File: config.mk
export PLATFORM = sky130hd
export DESIGN_NAME = hash_result_serializer_flat
export DESIGN_NICKNAME = d
export VERILOG_FILES = /design/src/rtl/hash_result_serializer_if.sv /design/src/rtl/hash_result_serializer.sv /design/src/flat_wrapper.sv
export SDC_FILE = /design/constraint.sdc
export NUM_CORES = 2
export LEC_CHECK = 0
export CORE_AREA = 5 5 531 533
export CTS_CLUSTER_DIAMETER = 150
export DETAILED_ROUTE_END_ITERATION = 16
export DIE_AREA = 0 0 536 538
export SYNTH_ARGS = -nofsm -noshare
export SYNTH_HDL_FRONTEND = slang
export SYNTH_SLANG_ARGS = --single-unit
File: constraint.sdc
create_clock -name clk -period 48 [get_ports clk]
set_clock_uncertainty 0.1 [all_clocks]
set_input_delay 12 -clock clk [delete_from_list [all_inputs] [get_ports clk]]
set_output_delay 12 -clock clk [all_outputs]
set_load 0.05 [all_outputs]
File: src/rtl/hash_result_serializer_if.sv
// Beat bus (hash engine -> serializer) and scalar token bus (serializer -> match-extension PE).
// Master drives payload and valid; slave drives ready.
interface hash_result_beat_if #(
  parameter int ISSUE_WIDTH          = 32,
  parameter int ADDR_WIDTH           = 32,
  parameter int META_MATCH_LEN_WIDTH = 5
);
  logic                                        input_valid;
  logic                                        input_ready;
  logic [ADDR_WIDTH-1:0]                       input_head_addr;
  logic [ISSUE_WIDTH-1:0]                      input_history_valid;
  logic [ISSUE_WIDTH*ADDR_WIDTH-1:0]           input_history_addr;
  logic [ISSUE_WIDTH*META_MATCH_LEN_WIDTH-1:0] input_meta_match_len;
  logic [ISSUE_WIDTH-1:0]                      input_meta_match_can_ext;
  logic                                        input_delim;

  modport master (
    output input_valid, input_head_addr, input_history_valid, input_history_addr,
           input_meta_match_len, input_meta_match_can_ext, input_delim,
    input  input_ready
  );
  modport slave (
    input  input_valid, input_head_addr, input_history_valid, input_history_addr,
           input_meta_match_len, input_meta_match_can_ext, input_delim,
    output input_ready
  );
endinterface

interface hash_result_token_if #(
  parameter int ADDR_WIDTH           = 32,
  parameter int META_MATCH_LEN_WIDTH = 5
);
  logic                            output_valid;
  logic                            output_ready;
  logic                            output_cand;
  logic [ADDR_WIDTH-1:0]           output_addr;
  logic [ADDR_WIDTH-1:0]           output_history_addr;
  logic [META_MATCH_LEN_WIDTH-1:0] output_meta_match_len;
  logic                            output_meta_match_can_ext;
  logic                            output_last;
  logic                            output_delim;

  modport master (
    output output_valid, output_cand, output_addr, output_history_addr,
           output_meta_match_len, output_meta_match_can_ext, output_last, output_delim,
    input  output_ready
  );
  modport slave (
    input  output_valid, output_cand, output_addr, output_history_addr,
           output_meta_match_len, output_meta_match_can_ext, output_last, output_delim,
    output output_ready
  );
endinterface

File: src/rtl/hash_result_serializer.sv
// Serializes surviving hash candidates of one wide beat into one token per cycle, lowest lane first.
// First token one cycle after acceptance; a new beat is taken on the last-token handshake, tokens hold under backpressure.
module hash_result_serializer #(
  parameter int ISSUE_WIDTH          = 32,
  parameter int ISSUE_WIDTH_LOG2     = 5,
  parameter int ADDR_WIDTH           = 32,
  parameter int META_MATCH_LEN_WIDTH = 5
) (
  input  logic                            clk,
  input  logic                            rst,
  input  logic [META_MATCH_LEN_WIDTH-1:0] cfg_min_match_len,
  hash_result_beat_if.slave               beat,
  hash_result_token_if.master             tok
);

  typedef struct packed {
    logic [ADDR_WIDTH-1:0]           hist_addr;
    logic [META_MATCH_LEN_WIDTH-1:0] len;
    logic                            can_ext;
  } lane_t;

  typedef enum logic [1:0] {
    EMPTY      = 2'd0,
    DRAIN      = 2'd1,
    DELIM_ONLY = 2'd2
  } state_t;

  state_t                      state_q, state_d;
  logic [ISSUE_WIDTH-1:0]      pending_q, pending_d;
  logic                        delim_q;
  logic [ADDR_WIDTH-1:0]       head_q;
  lane_t                       lane_q  [ISSUE_WIDTH];
  lane_t                       lane_in [ISSUE_WIDTH];
  logic [ISSUE_WIDTH-1:0]      survive;
  logic [ISSUE_WIDTH_LOG2-1:0] sel_idx;
  logic [ISSUE_WIDTH-1:0]      sel_onehot;
  logic                        sel_is_last;
  logic                        out_fire;
  logic                        accept;

  // Unpack the flat lane buses and apply the survivor filter
  always_comb begin
    survive = '0;
    for (int i = 0; i < ISSUE_WIDTH; i++) begin
      lane_in[i].hist_addr = beat.input_history_addr[i*ADDR_WIDTH +: ADDR_WIDTH];
      lane_in[i].len       = beat.input_meta_match_len[i*META_MATCH_LEN_WIDTH +: META_MATCH_LEN_WIDTH];
      lane_in[i].can_ext   = beat.input_meta_match_can_ext[i];
      survive[i]           = beat.input_history_valid[i] &
                             (lane_in[i].can_ext | (lane_in[i].len >= cfg_min_match_len));
    end
  end

  // Lowest pending lane wins; descending scan leaves the smallest index last
  always_comb begin
    sel_idx = '0;
    for (int i = ISSUE_WIDTH - 1; i >= 0; i--) begin
      if (pending_q[i]) begin
        sel_idx = ISSUE_WIDTH_LOG2'(i);
      end
    end
  end

  assign sel_onehot  = pending_q & (~pending_q + ISSUE_WIDTH'(1));
  assign sel_is_last = ~|(pending_q & (pending_q - ISSUE_WIDTH'(1)));

  always_ff @(posedge clk or posedge rst) begin
    if (rst) begin
      state_q <= EMPTY;
    end else begin
      state_q <= state_d;
    end
  end

  always_comb begin
    state_d                       = state_q;
    pending_d                     = pending_q;
    tok.output_valid              = 1'b0;
    tok.output_cand               = 1'b0;
    tok.output_addr               = '0;
    tok.output_history_addr       = '0;
    tok.output_meta_match_len     = '0;
    tok.output_meta_match_can_ext = 1'b0;
    tok.output_last               = 1'b0;
    tok.output_delim              = 1'b0;

    case (state_q)
      DRAIN: begin
        tok.output_valid              = 1'b1;
        tok.output_cand               = 1'b1;
        tok.output_addr               = head_q + ADDR_WIDTH'(sel_idx);
        tok.output_history_addr       = lane_q[sel_idx].hist_addr;
        tok.output_meta_match_len     = lane_q[sel_idx].len;
        tok.output_meta_match_can_ext = lane_q[sel_idx].can_ext;
        tok.output_last               = sel_is_last;
        tok.output_delim              = sel_is_last & delim_q;
      end
      DELIM_ONLY: begin
        tok.output_valid = 1'b1;
        tok.output_last  = 1'b1;
        tok.output_delim = delim_q;
      end
      default: ;
    endcase

    out_fire         = tok.output_valid & tok.output_ready;
    beat.input_ready = (state_q == EMPTY) | (out_fire & tok.output_last);
    accept           = beat.input_valid & beat.input_ready;

    if (out_fire) begin
      pending_d = pending_q & ~sel_onehot;
      if (tok.output_last) begin
        state_d = EMPTY;
      end
    end

    // A beat taken on the final handshake replaces the draining one without a bubble
    if (accept) begin
      pending_d = survive;
      if (|survive) begin
        state_d = DRAIN;
      end else if (beat.input_delim) begin
        state_d = DELIM_ONLY;
      end else begin
        state_d = EMPTY;
      end
    end
  end

  always_ff @(posedge clk or posedge rst) begin
    if (rst) begin
      pending_q <= '0;
      delim_q   <= 1'b0;
      head_q    <= '0;
      for (int i = 0; i < ISSUE_WIDTH; i++) begin
        lane_q[i] <= '0;
      end
    end else begin
      pending_q <= pending_d;
      if (accept) begin
        delim_q <= beat.input_delim;
        head_q  <= beat.input_head_addr;
        for (int i = 0; i < ISSUE_WIDTH; i++) begin
          lane_q[i] <= lane_in[i];
        end
      end
    end
  end

endmodule

File: src/flat_wrapper.sv
// flat-port wrapper written by rule: the top's interface ports become plain ports
module hash_result_serializer_flat 
#(
  parameter int ISSUE_WIDTH          = 32,
  parameter int ISSUE_WIDTH_LOG2     = 5,
  parameter int ADDR_WIDTH           = 32,
  parameter int META_MATCH_LEN_WIDTH = 5
)
  (clk, rst, cfg_min_match_len, beat_input_valid, beat_input_head_addr, beat_input_history_valid, beat_input_history_addr, beat_input_meta_match_len, beat_input_meta_match_can_ext, beat_input_delim, beat_input_ready, tok_output_valid, tok_output_cand, tok_output_addr, tok_output_history_addr, tok_output_meta_match_len, tok_output_meta_match_can_ext, tok_output_last, tok_output_delim, tok_output_ready);
  hash_result_beat_if #(.ISSUE_WIDTH(ISSUE_WIDTH), .ADDR_WIDTH(ADDR_WIDTH), .META_MATCH_LEN_WIDTH(META_MATCH_LEN_WIDTH)) beat_i ();
  hash_result_token_if #(.ADDR_WIDTH(ADDR_WIDTH), .META_MATCH_LEN_WIDTH(META_MATCH_LEN_WIDTH)) tok_i ();
  input  logic clk;
  input  logic rst;
  input  logic [META_MATCH_LEN_WIDTH-1:0] cfg_min_match_len;
  input wire logic [$bits(beat_i.input_valid)-1:0] beat_input_valid;
  input wire logic [$bits(beat_i.input_head_addr)-1:0] beat_input_head_addr;
  input wire logic [$bits(beat_i.input_history_valid)-1:0] beat_input_history_valid;
  input wire logic [$bits(beat_i.input_history_addr)-1:0] beat_input_history_addr;
  input wire logic [$bits(beat_i.input_meta_match_len)-1:0] beat_input_meta_match_len;
  input wire logic [$bits(beat_i.input_meta_match_can_ext)-1:0] beat_input_meta_match_can_ext;
  input wire logic [$bits(beat_i.input_delim)-1:0] beat_input_delim;
  output wire logic [$bits(beat_i.input_ready)-1:0] beat_input_ready;
  output wire logic [$bits(tok_i.output_valid)-1:0] tok_output_valid;
  output wire logic [$bits(tok_i.output_cand)-1:0] tok_output_cand;
  output wire logic [$bits(tok_i.output_addr)-1:0] tok_output_addr;
  output wire logic [$bits(tok_i.output_history_addr)-1:0] tok_output_history_addr;
  output wire logic [$bits(tok_i.output_meta_match_len)-1:0] tok_output_meta_match_len;
  output wire logic [$bits(tok_i.output_meta_match_can_ext)-1:0] tok_output_meta_match_can_ext;
  output wire logic [$bits(tok_i.output_last)-1:0] tok_output_last;
  output wire logic [$bits(tok_i.output_delim)-1:0] tok_output_delim;
  input wire logic [$bits(tok_i.output_ready)-1:0] tok_output_ready;
  assign beat_i.input_valid = beat_input_valid;
  assign beat_i.input_head_addr = beat_input_head_addr;
  assign beat_i.input_history_valid = beat_input_history_valid;
  assign beat_i.input_history_addr = beat_input_history_addr;
  assign beat_i.input_meta_match_len = beat_input_meta_match_len;
  assign beat_i.input_meta_match_can_ext = beat_input_meta_match_can_ext;
  assign beat_i.input_delim = beat_input_delim;
  assign beat_input_ready = beat_i.input_ready;
  assign tok_output_valid = tok_i.output_valid;
  assign tok_output_cand = tok_i.output_cand;
  assign tok_output_addr = tok_i.output_addr;
  assign tok_output_history_addr = tok_i.output_history_addr;
  assign tok_output_meta_match_len = tok_i.output_meta_match_len;
  assign tok_output_meta_match_can_ext = tok_i.output_meta_match_can_ext;
  assign tok_output_last = tok_i.output_last;
  assign tok_output_delim = tok_i.output_delim;
  assign tok_i.output_ready = tok_output_ready;
  hash_result_serializer #(.ISSUE_WIDTH(ISSUE_WIDTH), .ISSUE_WIDTH_LOG2(ISSUE_WIDTH_LOG2), .ADDR_WIDTH(ADDR_WIDTH), .META_MATCH_LEN_WIDTH(META_MATCH_LEN_WIDTH)) u_core (.clk(clk), .rst(rst), .cfg_min_match_len(cfg_min_match_len), .beat(beat_i), .tok(tok_i));
endmodule
; Word level (Yosys, flattened, before mapping)
; Index checks and enable logic that the tools add are counted.
[op_classes]
n_addsub = 3
multipliers = 0
n_div = 0
n_lt_le_gt_ge = 33
eq_ne = 2
n_shift = 0
mux = 50
bitwise_logic = 75
reduce_logical = 8
[op_table]
columns = cell, count
row1 = 38-bit binary-select mux with 5-bit select, 1
row2 = 5-bit two-way mux, 33
row3 = 5-bit >= comparator, 32
row4 = 32-bit two-way mux, 4
row5 = 32-bit bitwise AND, 3
row6 = 38-bit two-way mux, 2
row7 = 32-bit NOT, 2
row8 = 32-bit OR reduction, 2
row9 = 1-bit bitwise AND, 36
row10 = 1-bit bitwise OR, 33
row11 = "32-bit by 1-bit adder with 32-bit output, second input constant", 1
row12 = 32-bit by 5-bit adder with 32-bit output, 1
row13 = "32-bit by 1-bit subtractor with 32-bit output, second input constant", 1
row14 = 2-bit two-way mux, 5
row15 = "6-bit >= comparator, second input constant", 1
row16 = 5-bit NOT with 6-bit output, 1
row17 = 1-bit one-hot mux with 2 select lines, 2
row18 = 2-bit nonzero test, 2
row19 = 1-bit two-way mux, 3
row20 = "2-bit by 1-bit == test with 1-bit output, second input constant", 1
row21 = "2-bit == test, second input constant", 1
row22 = 2-bit logical NOT, 1
row23 = 2-bit AND reduction, 1
row24 = 2-bit OR reduction, 1
row25 = 1-bit logical NOT, 1
[totals]
regBits = 1283
latch_bits = 0
ram_bits = 0
mem_bits_ro = 0
input_bits = 1290
output_inout_bits = 75
word_cells = 271
mem_count = 0

; Longest topological paths before layout
[depth]
depth_word = 37
depth_mapped = 21
ltp_nobuf = 15

; Worst setup path after synthesis
; OpenSTA, ideal clock, no wires.
[synth_path]
path_type = in2out
start = input tok_output_ready
end = output beat_input_ready
arrival_ns = 12.599
required_ns = 35.900
setup_slack_ns = 23.301
cell_stages = 3
cell_sequence = nand2_1 > nor2_1 > or2_2
[synth_between]
elab_chain_len = 3
[synth_rtl]
columns = item, line
row1 = start: declaration, flat_wrapper.sv:31  ; input wire logic [$bits(tok_i.output_ready)-1:0] tok_output_ready;
row2 = 1-bit bitwise AND, hash_result_serializer.sv:105  ; out_fire = tok.output_valid & tok.output_ready;
row3 = 1-bit bitwise AND, hash_result_serializer.sv:106  ; beat.input_ready = (state_q == EMPTY) | (out_fire & tok.output_last);
row4 = 1-bit bitwise OR, hash_result_serializer.sv:106
row5 = end: declaration, flat_wrapper.sv:22  ; output wire logic [$bits(beat_i.input_ready)-1:0] beat_input_ready;
; Every way passes these cells.

; Worst setup path after layout
; Same ends and word-level chain as after synthesis.

==> reports/summary.txt <==
status: finished with violations
failing checks: capacitance limit, slew limit
Bufs and invs on worst path: 2
Final Core Density: 31.2%
CTS H-tree depth: 4
vias per std cell: 4.76
clk slew on worst S/H paths: 0.06 ns
DRT iter0 DRCs: 5840
RSZ-0062 raised after global routing: false
Tcrit/Tclk final: 54.4%
synthesis-to-layout area growth: 35.5%
final hold viol count: 0
remaining antenna violation count: 0
total gr overflow: 0
HP Class: reg -> reg
number of global-route vias before repair: 59700
TritonCTS buffer count: 162
Power Dens Cells: 29.3 nW/um2
first-pass GRT wire length: 481000 um
DR vias: 60700
worst setup margin: 21.89 ns
critical path class: in -> out
largest net degree at the start of global routing: 204
crit end category: primary output
max-slew violations: 2
Leak: 41.5 nW
WP data required: 35.90 ns
final setup violating endpoints: 0
PostCTS Resize Cnt: 0
Mapped Avg Cell Area: 8.26 um2
total track usage: 23.7%
CP max stage delay: 0.82 ns
Synth Register Bits: 1283
Boundary Pins: 1365
DRC Markers: 0
Distinct cells, synth: 73
shortest period the worst path allows: 26.11 ns
Peak Freq: 38.3 MHz
core area: 276000 um2
layout cells sized above 1: 5.47%
# clock sinks: 1283
DR WL/cell: 28.0 um
filler cell count: 29500
slowest cell on the critical path: clkdlybuf4s50_1
Die ar.: 288000 um2
placed cell area: 80500 um2
CTS tree: built
EDFF count, synth: 0
Crit path top cell by count: clkdlybuf4s50_1
Post-Route Setup TNS: 0 ns
slew margin rel.: -10.1%
drt pass-1 iters: 6
maximum root-to-sink buffer count: 4
worst slew pin tran: 1.63 ns
Crit path max-delay family: buffers and inverters
Post-synth top flop: dfrtp_1
Mapped Nets: 9144
PortBufs: 1364
CP Cell Sequence: clkdlybuf4s50_1, nand2_1, nor2_1, or2_2, clkdlybuf4s50_1
Synth top area share: 50.6%
crit-path max FO: 6
Clock Root Buffer: clkbuf_16
postcts setup bufs: 0
cell area after layout: 86100 um2
Initial Util: 23.0%
die height: 538 um
hpwl dp: 277000 um
gpl congestion: 0.929
WP data arrival: 14.01 ns
final net count: 10300
Yosys top cell by area: dfrtp_1
Post-synth ARST share: 100%
max_cap viols: 1
count of synthesis-stage warnings from yosys: 0
worst slack, placed: 21.88 ns
sequential element share of the synthesized area: 50.6%
initial antenna violation count: 143
cts hold-fix bufs: 0
synth top area cells: dfrtp_1 (51%), nand2_1 (24%), ha_1 (3.3%), o221ai_1 (3.1%), a21oi_1 (2.7%)
final hold slack: 0.373 ns
Placement Rows: 193
Post-Synthesis Cell Area: 63500 um2
overall routed net length: 358000 um
Critical Path Source Type: input port
die span in x: 536 um
Worst-Skew Late Latency: 0.80 ns
Worst VDD drop: 0.0292 mV
Cells after Synth: 7684
## worst register-to-register path, stage by stage, from the launching register on
cell     delay [ns]
dfrtp_1        0.35
buf_4          0.28
nor4_1         0.80
nand4_1        0.73
o32ai_1        0.65
o31ai_1        0.27
nor3_1         0.49
a21o_4         0.74
buf_12         0.51
buf_4          1.00
buf_12         0.62
buf_4          1.04
nand2_1        0.24
nand2_1        0.10
## where the power goes
part | internal (mW) | switching (mW)
Combinational | 0.107 | 0.0783
Sequential | 1.08 | 0
Clock | 0.740 | 0.519
Total | 1.93 | 0.597
## cells in the mapped netlist, types with 14 or more instances
cell	number
buf_6	93
ha_1	169
buf_1	26
a211o_1	33
nor3_1	44
xor2_1	14
nor4_1	27
nand2b_1	36
a21oi_1	344
o22ai_1	20
inv_1	47
nand3_1	18
dfrtp_1	1283
buf_2	144
mux2i_1	14
a21o_1	153
or4_1	21
nand2_1	4063
o21ai_0	129
or3_1	19
nand4_1	43
o22a_1	61
nor2_1	108
nor4bb_1	19
a211oi_1	37
o221a_2	25
o2111ai_1	103
o221ai_1	228
clkbuf_1	246
## metal layers
| metal | up-vias | global-route usage, % | routed length, um |
|---|---|---|---|
| li1 | 27800 | - | - |
| met1 | 29500 | 28.5 | 139000 |
| met2 | 2761 | 39.1 | 168000 |
| met5 | - | 0 | 520 |
| met3 | 587 | 6.13 | 30100 |
| met4 | 78 | 12.3 | 19600 |
## flip-flops by register name, indices dropped and copies added, names as in the netlist
| register | cells |
|---|---|
| u_core.lane_q | 1216 |
| u_core.delim_q | 1 |
| u_core.head_q | 32 |
| u_core.pending_q | 32 |
| u_core.state_q | 2 |
## stage by stage
step,std cells,power (mW)
final,12800,2.53
after global routing,12700,2.60
after detailed placement,12400,1.29
after CTS,12700,2.55
after floorplan,7684,1.14
after global placement,12400,1.29
## final timing paths
path / from / slack [ns] / depth (start not counted) / end
setup reg to reg: u_core.pending_q[0] / 40.03 / 13 / u_core.lane_q[1136]
max in group asynchronous: rst / 32.31 / 7 / u_core.lane_q[929]
min in group asynchronous: rst / 11.72 / 3 / u_core.lane_q[1021]
hold reg to reg: u_core.lane_q[814] / 0.37 / 2 / u_core.lane_q[814]
setup / recovery: tok_output_ready / 21.89 / 5 / beat_input_ready
hold / removal: u_core.lane_q[814] / 0.37 / 2 / u_core.lane_q[814]
## layout by cell type (no fill, tap or decap), types with 8 or more instances in the layout
| cell | netlist | layout |
|---|---|---|
| clkbuf_8 | 0 | 39 |
| o211ai_1 | 8 | 8 |
| clkdlybuf4s50_1 | 0 | 1362 |
| nor2_1 | 108 | 105 |
| a211oi_1 | 37 | 35 |
| nor3_1 | 44 | 37 |
| nand2b_1 | 36 | 36 |
| nand2_1 | 4063 | 4061 |
| nand4_1 | 43 | 43 |
| o31ai_1 | 13 | 13 |
| diode_2 | 0 | 93 |
| o2111ai_1 | 103 | 103 |
| inv_1 | 47 | 41 |
| clkinv_2 | 0 | 19 |
| mux2i_1 | 14 | 14 |
| dfrtp_1 | 1283 | 1283 |
| o21ai_1 | 1 | 8 |
| clkbuf_1 | 246 | 40 |
| nand3_1 | 18 | 15 |
| bufinv_16 | 0 | 9 |
| clkbuf_16 | 0 | 164 |
| o221a_2 | 25 | 25 |
| o21ai_0 | 129 | 120 |
| o221ai_1 | 228 | 228 |
| or3_1 | 19 | 18 |
| nor4_1 | 27 | 17 |
| buf_4 | 1 | 132 |
| nor4_2 | 2 | 12 |
| a21o_1 | 153 | 152 |
| a211o_1 | 33 | 33 |
| nor4bb_4 | 0 | 14 |
| o22a_1 | 61 | 61 |
| xor2_1 | 14 | 14 |
| or4_1 | 21 | 21 |
| ha_1 | 169 | 169 |
| buf_12 | 0 | 9 |
| a21oi_1 | 344 | 342 |
| o22ai_1 | 20 | 19 |
## kinds of logic (layout without fill, tap and decap cells)
group,count (synthesis),after routing,share of synthesized area [%]
and+or+nand+nor,4430,4430,27.3
DFF,1283,1283,50.6
AOI/OAI and AO/OA,1193,1193,13.3
buffers and inverters,570,1842,4.94
adders and majority gates,171,171,3.38
xor gates and xnor gates,21,21,0.290
muxes,16,16,0.256
other,0,93,0
## cell type report
type	count	area [um2]	area share (%)
Timing Repair Buffer	1504	14800	17.2
Multi-Input combinational cell	5831	28700	33.4
Sequential cell	1283	32100	37.3
Antenna cell	93	233	0.270
Clock inverter	45	559	0.650
Inverter	50	199	0.231
Clock buffer	243	4790	5.57
Tap cell	3705	4640	5.39
(Power assumes the default switching activity.)
